**src/rtl/ssd1306_pkg.sv**
```systemverilog
// rtl/ssd1306_pkg.sv - shared types for the SSD1306 SPI transmitter
package ssd1306_pkg;

   localparam logic SSD_DC_CMD  = 1'b0;
   localparam logic SSD_DC_DATA = 1'b1;

   typedef struct packed {
      logic       dc;
      logic [7:0] data;
   } spi_cmd_t;

   typedef enum logic [2:0] {
      ST_IDLE,
      ST_SETUP,
      ST_SHIFT,
      ST_HOLD,
      ST_GAP
   } spi_state_e;

endpackage

```
**src/rtl/ssd1306_cmd_fifo.sv**
```systemverilog
// rtl/ssd1306_cmd_fifo.sv - synchronous {dc, data} command FIFO
// Pointers carry one extra wrap bit so full and empty are distinguishable.
module ssd1306_cmd_fifo
   import ssd1306_pkg::*;
#(
   parameter int DEPTH = 4
) (
   input  logic     clk,
   input  logic     rst_n,
   input  logic     push,
   input  spi_cmd_t push_data,
   input  logic     pop,
   output spi_cmd_t head,
   output logic     full,
   output logic     empty
);

   localparam int AW = $clog2(DEPTH);

   logic [AW:0] wr_q, wr_d, rd_q, rd_d;
   spi_cmd_t    mem_q [DEPTH];
   spi_cmd_t    mem_d [DEPTH];

   assign empty = (wr_q == rd_q);
   assign full  = (wr_q[AW] != rd_q[AW]) && (wr_q[AW-1:0] == rd_q[AW-1:0]);
   assign head  = mem_q[rd_q[AW-1:0]];

   always_comb begin
      mem_d = mem_q;
      wr_d  = wr_q;
      rd_d  = rd_q;
      if (push && !full) begin
         mem_d[wr_q[AW-1:0]] = push_data;
         wr_d                = wr_q + 1'b1;
      end
      if (pop && !empty) begin
         rd_d = rd_q + 1'b1;
      end
   end

   always_ff @(posedge clk or negedge rst_n) begin
      if (!rst_n) begin
         wr_q <= '0;
         rd_q <= '0;
      end else begin
         wr_q <= wr_d;
         rd_q <= rd_d;
      end
   end

   always_ff @(posedge clk) begin
      mem_q <= mem_d;
   end

endmodule

```
**src/rtl/ssd1306_spi_tx.sv**
```systemverilog
// rtl/ssd1306_spi_tx.sv - SPI mode-0 byte serialiser for the SSD1306 pins
// SSD_SPI_FIFO_EN selects a FIFO_DEPTH command FIFO; otherwise one holding register.
module ssd1306_spi_tx
   import ssd1306_pkg::*;
#(
   parameter int CLK_DIV    = 2,
   parameter int FIFO_DEPTH = 4
) (
   input  logic       clk,
   input  logic       rst_n,
   input  logic       in_valid,
   output logic       in_ready,
   input  logic [7:0] in_data,
   input  logic       in_dc,
   output logic       busy,
   output logic       spi_cs_n,
   output logic       spi_sck,
   output logic       spi_sdi,
   output logic       spi_dc
);

   localparam int             CW     = $clog2(CLK_DIV + 1);
   localparam logic [CW-1:0]  RELOAD = CW'(CLK_DIV - 1);

   if (CLK_DIV < 1 || CLK_DIV > 255) begin : g_bad_clk_div
      $error("ssd1306_spi_tx: CLK_DIV out of range");
   end
   if (FIFO_DEPTH < 2 || (FIFO_DEPTH & (FIFO_DEPTH - 1)) != 0) begin : g_bad_depth
      $error("ssd1306_spi_tx: FIFO_DEPTH must be a power of two >= 2");
   end

   spi_cmd_t head;
   logic     push, pop, load, full, empty;

   assign in_ready = !full;
   assign push     = in_valid && in_ready;

`ifdef SSD_SPI_FIFO_EN
   ssd1306_cmd_fifo #(.DEPTH(FIFO_DEPTH)) u_fifo (
      .clk       (clk),
      .rst_n     (rst_n),
      .push      (push),
      .push_data ({in_dc, in_data}),
      .pop       (pop),
      .head      (head),
      .full      (full),
      .empty     (empty)
   );
`else
   spi_cmd_t hold_q, hold_d;
   logic     hold_vld_q, hold_vld_d;

   // push needs the register empty and pop needs it full, so they never collide
   always_comb begin
      hold_d     = hold_q;
      hold_vld_d = hold_vld_q;
      if (pop) hold_vld_d = 1'b0;
      if (push) begin
         hold_d     = {in_dc, in_data};
         hold_vld_d = 1'b1;
      end
   end

   always_ff @(posedge clk or negedge rst_n) begin
      if (!rst_n) begin
         hold_q     <= '0;
         hold_vld_q <= 1'b0;
      end else begin
         hold_q     <= hold_d;
         hold_vld_q <= hold_vld_d;
      end
   end

   assign head  = hold_q;
   assign full  = hold_vld_q;
   assign empty = !hold_vld_q;
`endif

   spi_state_e    state_q, state_d;
   logic [CW-1:0] cnt_q, cnt_d;
   logic [2:0]    bit_q, bit_d;
   logic [6:0]    sr_q, sr_d;
   logic          cs_q, cs_d, sck_q, sck_d, sdi_q, sdi_d, dc_q, dc_d;

   always_comb begin
      state_d = state_q;
      cnt_d   = cnt_q;
      bit_d   = bit_q;
      sr_d    = sr_q;
      cs_d    = cs_q;
      sck_d   = sck_q;
      sdi_d   = sdi_q;
      dc_d    = dc_q;
      load    = 1'b0;
      case (state_q)
         ST_IDLE: load = !empty;
         ST_SETUP: begin
            if (cnt_q == '0) begin
               sck_d   = 1'b1;
               cnt_d   = RELOAD;
               state_d = ST_SHIFT;
            end else begin
               cnt_d = cnt_q - 1'b1;
            end
         end
         ST_SHIFT: begin
            if (cnt_q != '0) begin
               cnt_d = cnt_q - 1'b1;
            end else begin
               cnt_d = RELOAD;
               if (!sck_q) begin
                  sck_d = 1'b1;
               end else begin
                  sck_d = 1'b0;
                  // the falling edge after bit 0 either chains the next byte or closes the frame
                  if (bit_q != 3'd0) begin
                     bit_d = bit_q - 1'b1;
                     sdi_d = sr_q[6];
                     sr_d  = {sr_q[5:0], 1'b0};
                  end else if (!empty) begin
                     load = 1'b1;
                  end else begin
                     state_d = ST_HOLD;
                  end
               end
            end
         end
         ST_HOLD: begin
            if (cnt_q == '0) begin
               cs_d    = 1'b1;
               cnt_d   = RELOAD;
               state_d = ST_GAP;
            end else begin
               cnt_d = cnt_q - 1'b1;
            end
         end
         ST_GAP: begin
            if (cnt_q == '0) state_d = ST_IDLE;
            else             cnt_d   = cnt_q - 1'b1;
         end
         default: state_d = ST_IDLE;
      endcase
      if (load) begin
         sr_d    = head.data[6:0];
         sdi_d   = head.data[7];
         dc_d    = head.dc;
         cs_d    = 1'b0;
         sck_d   = 1'b0;
         bit_d   = 3'd7;
         cnt_d   = RELOAD;
         state_d = ST_SETUP;
      end
   end

   assign pop = load;

   always_ff @(posedge clk or negedge rst_n) begin
      if (!rst_n) begin
         state_q <= ST_IDLE;
         cnt_q   <= '0;
         bit_q   <= 3'd0;
         sr_q    <= '0;
         cs_q    <= 1'b1;
         sck_q   <= 1'b0;
         sdi_q   <= 1'b0;
         dc_q    <= SSD_DC_CMD;
      end else begin
         state_q <= state_d;
         cnt_q   <= cnt_d;
         bit_q   <= bit_d;
         sr_q    <= sr_d;
         cs_q    <= cs_d;
         sck_q   <= sck_d;
         sdi_q   <= sdi_d;
         dc_q    <= dc_d;
      end
   end

   assign busy     = !empty || (state_q != ST_IDLE);
   assign spi_cs_n = cs_q;
   assign spi_sck  = sck_q;
   assign spi_sdi  = sdi_q;
   assign spi_dc   = dc_q;

endmodule
```
**config.mk**
```make
export PLATFORM = sky130hd
export DESIGN_NAME = ssd1306_spi_tx
export DESIGN_NICKNAME = d
export VERILOG_FILES = /design/src/rtl/ssd1306_pkg.sv /design/src/rtl/ssd1306_cmd_fifo.sv /design/src/rtl/ssd1306_spi_tx.sv
export SDC_FILE = /design/constraint.sdc
export NUM_CORES = 1
export LEC_CHECK = 0
export CORE_MARGIN = 3
export CORE_UTILIZATION = 58
export DETAILED_ROUTE_END_ITERATION = 16
export PLACE_DENSITY = 0.83
export SLEW_MARGIN = 20
export SYNTH_ARGS = -nofsm -noshare
export SYNTH_HDL_FRONTEND = slang
export SYNTH_HIERARCHICAL = 1
export SYNTH_SLANG_ARGS = --single-unit
```
**constraint.sdc**
```tcl
create_clock -name clk -period 5.12 [get_ports clk]
set_input_delay 1.28 -clock clk [delete_from_list [all_inputs] [get_ports clk]]
set_output_delay 1.28 -clock clk [all_outputs]
set_load 0.01 [all_outputs]
```
==> impl_metrics.tcl <==
set metrics [dict create \
    final_net_count 159 \
    die-width_um 55.74 \
    cts-htree-levels 2 \
    clk_pin_slew_ns 0.09 \
    drive_above_1_share 0.2014 \
    grt_util_all_layers 0.1856 \
    syn_area_per_cell_um2 11.48 \
    detail_route.drc_violations 0 \
    grt_pass1_vias 1026 \
    placedCellCount 164 \
    period_minus_slack_ns 3.018 \
    synth-edff-count 0 \
    dominantRegCellSynth "dfrtp_1" \
    total_cts_buffers 5 \
    yosysUniqueCellTypes 36 \
    finalSetupViolations 0 \
    critical_path.max_stage_delay_ns 0.67 \
    cp_cell_sequence "nor2_1, nand2_1, clkdlybuf4s50_1" \
    ys_seq_elements 29 \
    drt_first_iter_violations 19 \
    via_per_inst 5.779 \
    worstMarginPinSlew_ns 0.8498 \
    synth_largest_area_cell "dfrtp_1" \
    clock.fmax_mhz 331.3 \
    worstPathArrival_ns 1.74 \
    num_antenna_cells 0 \
    netlist_instances 125 \
    crit_type "register to primary output" \
    fin_setup_tns_ns 0 \
    critical_path_buffers_and_inverters 1 \
    worst_path_max_delay_cell "dfrtp_1" \
    async_flop_share 1.000 \
    buffers_added_on_ports 17 \
    post-cts-setup-buffers 0 \
    drv.max_cap_violation_count 0 \
    floorplan.die_area_um2 3107 \
    post_synth_instance_area_um2 1435 \
    detailedRoute.firstPassIterationCount 4 \
    synthMostInstantiatedCell "dfrtp_1" \
    power.leakage_uw 0.0007770 \
    remaining_global_route_overflow 0 \
    finalMaxSlewViolations 0 \
    synth.net_count 141 \
    slew_headroom 0.4335 \
    hp-class "register to register" \
    worst_clock_skew_ns 0.005766 \
    tritoncts "yes" \
    vdd_ir_drop_max_uv 406.4 \
    syn2layout_area_growth_pct 15.69 \
    max-clock-path-buffers 2 \
    detailedPlacementHpwl_mm 1.776 \
    starting_density_of_the_core 0.6306 \
    clock_insertion_delay_worst_skew_ns 0.32 \
    num_vias 994 \
    grt_pass1_wl_mm 4.457 \
    cpLargestDelayFamily "flip-flops" \
    grt_antenna_before_repair 0 \
    drtAntennaViolNets 0 \
    crit_path_capture_type "primary output" \
    maximum_number_of_pins_on_one_net_before_global_route_repair 30 \
    core_area_um2 2276 \
    cts-hold-fix-buffers 0 \
    yosysWarnings 6 \
    routedWlPerCell_um 14.60 \
    grt_setup_unrepaired "false" \
    count_of_final_hold_check_violations 0 \
    final_min_period_over_clock_period 0.5895 \
    cts.sinks 29 \
    worst_ep_required_time_ns 3.84 \
    finalWeightedCongestion 0.6573 \
    io_pins 18 \
    yosysTopAreaCellShare 0.4882 \
    startpoint_types "register" \
    synth.area.top_cells "dfrtp_1, mux2_2, a22o_2, a21o_1, ha_1" \
    final-instance-count-excl-fill 172 \
    timing.critical_path.fanout_max 16 \
    ys_seq_area_frac 0.5065 \
    rows 17 \
    die_height_um 55.74 \
    outcome "finished clean" \
    netlist_top_cells_count "dfrtp_1, nand2_1, mux2_2, a21o_1, nor2_1" \
    cts.root.buffer_cell "clkbuf_4" \
    power.density_cell_area_nw_per_um2 591.4 \
    routed_wirelength_mm 2.511 \
    post_cts.resized_instances 0 \
]
path summary, 6_finish.rpt:
path | startpoint | to | slack [ns] | depth (start not counted)
max | state_q[1]$_DFFE_PN0P_ | busy | 2.10 | 3
min | sr_q[1]$_DFFE_PN0P_ | sr_q[1]$_DFFE_PN0P_ | 0.49 | 1
max reg2reg | cnt_q[0]$_DFFE_PN0P_ | spi_dc$_DFFE_PN0P_ | 2.78 | 5
min reg2reg | sr_q[1]$_DFFE_PN0P_ | sr_q[1]$_DFFE_PN0P_ | 0.49 | 1
max in group asynchronous | rst_n | spi_cs_n$_DFFE_PN1P_ | 3.48 | 2
min in group asynchronous | rst_n | head[5]$_DFFE_PN0P_ | 1.34 | 2
metrics by stage:
step	hold slack, ns	setup WS (ns)	utilization	total power (µW)	area, µm²
2_1_floorplan	0.4455	2.927	-	744.3	1435
3_3_place_gp	0.4619	2.210	0.7070	834.5	1609
3_5_place_dp	0.4684	2.185	0.7070	856.9	1609
4_1_cts	0.4909	2.114	0.7295	987.5	1660
5_1_grt	0.5192	1.989	0.7295	1066	1660
6_report	0.4924	2.102	0.7295	982.0	1660
cells in the final DEF, fill, tap and decap left out, types with 5 or more instances in the layout:
master / n
nor2_1: 7
nand2_1: 11
o21ai_0: 6
clkdlybuf4s50_1: 17
dfrtp_1: 28
a22o_2: 6
clkbuf_4: 5
a21o_1: 7
inv_1: 6
mux2_2: 9
registers in the layout, summed over array words and instances, names as in the netlist:
register and flops:
bit_q 3, spi_sck 1, spi_dc 1, spi_cs_n 1
state_q 3, cnt_q 2, head 9, sr_q 7
spi_sdi 1, full 1
kinds of logic after synthesis:
group | Yosys count | share of synthesized area
multiplexers | 12 | 0.09503
AND/OR/NAND/NOR | 34 | 0.1334
adder cells (fa/ha/maj) | 4 | 0.03487
XOR/XNOR | 3 | 0.01831
buffers and inverters | 13 | 0.04271
AO/OA/AOI/OAI | 30 | 0.1691
flip-flops | 29 | 0.5065
layer usage:
layer / GRT usage / routed length [µm] / vias to the layer above
met4: 0.1042 / 68 / 0
met1: 0.2214 / 1121 / 482
met2: 0.2956 / 1203 / 25
met3: 0.05800 / 118 / 9
met5: 0 / 0 / -
li1: - / - / 478
layout make-up:
class | count | area [µm²]
well taps | 28 | 35.03
multi-input cells | 83 | 646.9
repair buffers | 18 | 177.7
flip-flops and latches | 29 | 726.9
fillers | 170 | 615.6
clock buffers | 6 | 41.29
clock inverters | 2 | 10.01
inverters | 6 | 22.52
power breakdown:
group          switching [µW]  internal (µW)
Clock                    77.6           52.2
Sequential                103            337
Combinational             192            219
Total                     373            609
(Power assumes the default switching activity.)
==> RTL edit (same flow settings) <==
Build with the macro `SSD_SPI_FIFO_EN` defined.
--- a/src/rtl/ssd1306_spi_tx.sv
+++ b/src/rtl/ssd1306_spi_tx.sv
@@ -1,5 +1,7 @@
 // rtl/ssd1306_spi_tx.sv - SPI mode-0 byte serialiser for the SSD1306 pins
 // SSD_SPI_FIFO_EN selects a FIFO_DEPTH command FIFO; otherwise one holding register.
+`define SSD_SPI_FIFO_EN
+
 module ssd1306_spi_tx
    import ssd1306_pkg::*;
 #(
Formal check against the unedited RTL: not equivalent (a bounded check fails within 4 cycles, from zero or initial values and one cycle with rst_n low).
==> RTL edit against the unedited design <==
Total power up 120%. Routed wire length increased by 110%. Sequential cell count increased by 32. First-iteration DRC count grew to 8.6 times the old value. Synthesized area rose by 110%. Final area rose by 100%. Critical path depth is 2 higher. Worst hold slack gained 0.025 ns. Setup slack got worse by 0.87 ns.
==> RTL edit: results (changes against the unedited design) <==
Global route
  – First-pass GRT wire length: 9030 um (+100%)
  – Met2 Resource Use GR: 0.283 (-0.0122)
  – GRT met1 Usage: 0.275 (+0.0538)
  – Pin count of the biggest net entering global routing: 26 (-13%)

Yosys
  – Net count after synthesis: 238 (+69%)
  – Synth cell count leaders: 36 x edfxtp_1, 24 x dfrtp_1, 19 x inv_1
  – Unique masters post-synth: 53 (+47%)

Placed design
  – Placed cells: 289 (+76%)
  – Post-DP HPWL: 3410 um (+92%)
  – RePlAce Congestion: 0.839 (+28%)
  – Post-placement cell area: 3190 um^2 (+98%)

Route
  – Wire length on met2: 2550 um (+110%)
  – Iter 0 DRT Violations: 163 (+144)

Worst hold path
  – Min-delay src: spi_dc

Clock network
  – Worst-Skew Late Latency: 0.34 ns (+0.02 ns)
  – CTS buffer count: 9 (+4)

Critical path
  – Reg-to-reg setup timing slack: 2.29 ns (-0.49 ns)
  – Critical R2R Launch: u_fifo/rd_q[0]

Pwr
  – Switching part of the total power: 0.371 (-0.00904)
  – Worst VDD drop: 0.315 mV (-22%)
  – Seq power: 846 uW (+92%)

Cells and area
  – Number of fill cells: 349 (+110%)
  – Share of layout cells above drive strength 1: 0.189 (-0.0123)

Outcome
  – Outcome: finished, final reports clean

STA
  – Hold Slack: 0.517 ns (+0.0248 ns)
-- RTL edit: cell count changes in the layout (fill, tap and decap cells not counted), sizes merged, moves of 6 or more --
cell    change
a22o        -6
edfxtp     +36
inv        +15
mux2        -9
mux4        +9
nand2       -8
nand4       +7
o211ai      +7
o311ai      +7
-- RTL edit: cells by family after synthesis --
family / Yosys count / synth area share
xor+xnor: 10 / 0.0316
mux: 11 / 0.0745
fa+ha+maj: 9 / 0.0375
simple gates: 45 / 0.0974
buf+inv: 34 / 0.0529
compound gates: 47 / 0.138
flops: 61 / 0.568
-- RTL edit: final cells by class --
type | instances | area, um^2 | share of cell area
Sequential cell | 61 | 1710 | 0.502
Timing Repair Buffer | 18 | 178 | 0.0522
Clock buffer | 10 | 128 | 0.0375
Multi-Input combinational cell | 122 | 1140 | 0.335
Tap cell | 67 | 83.8 | 0.0246
Clock inverter | 6 | 87.6 | 0.0257
Inverter | 21 | 78.8 | 0.0232
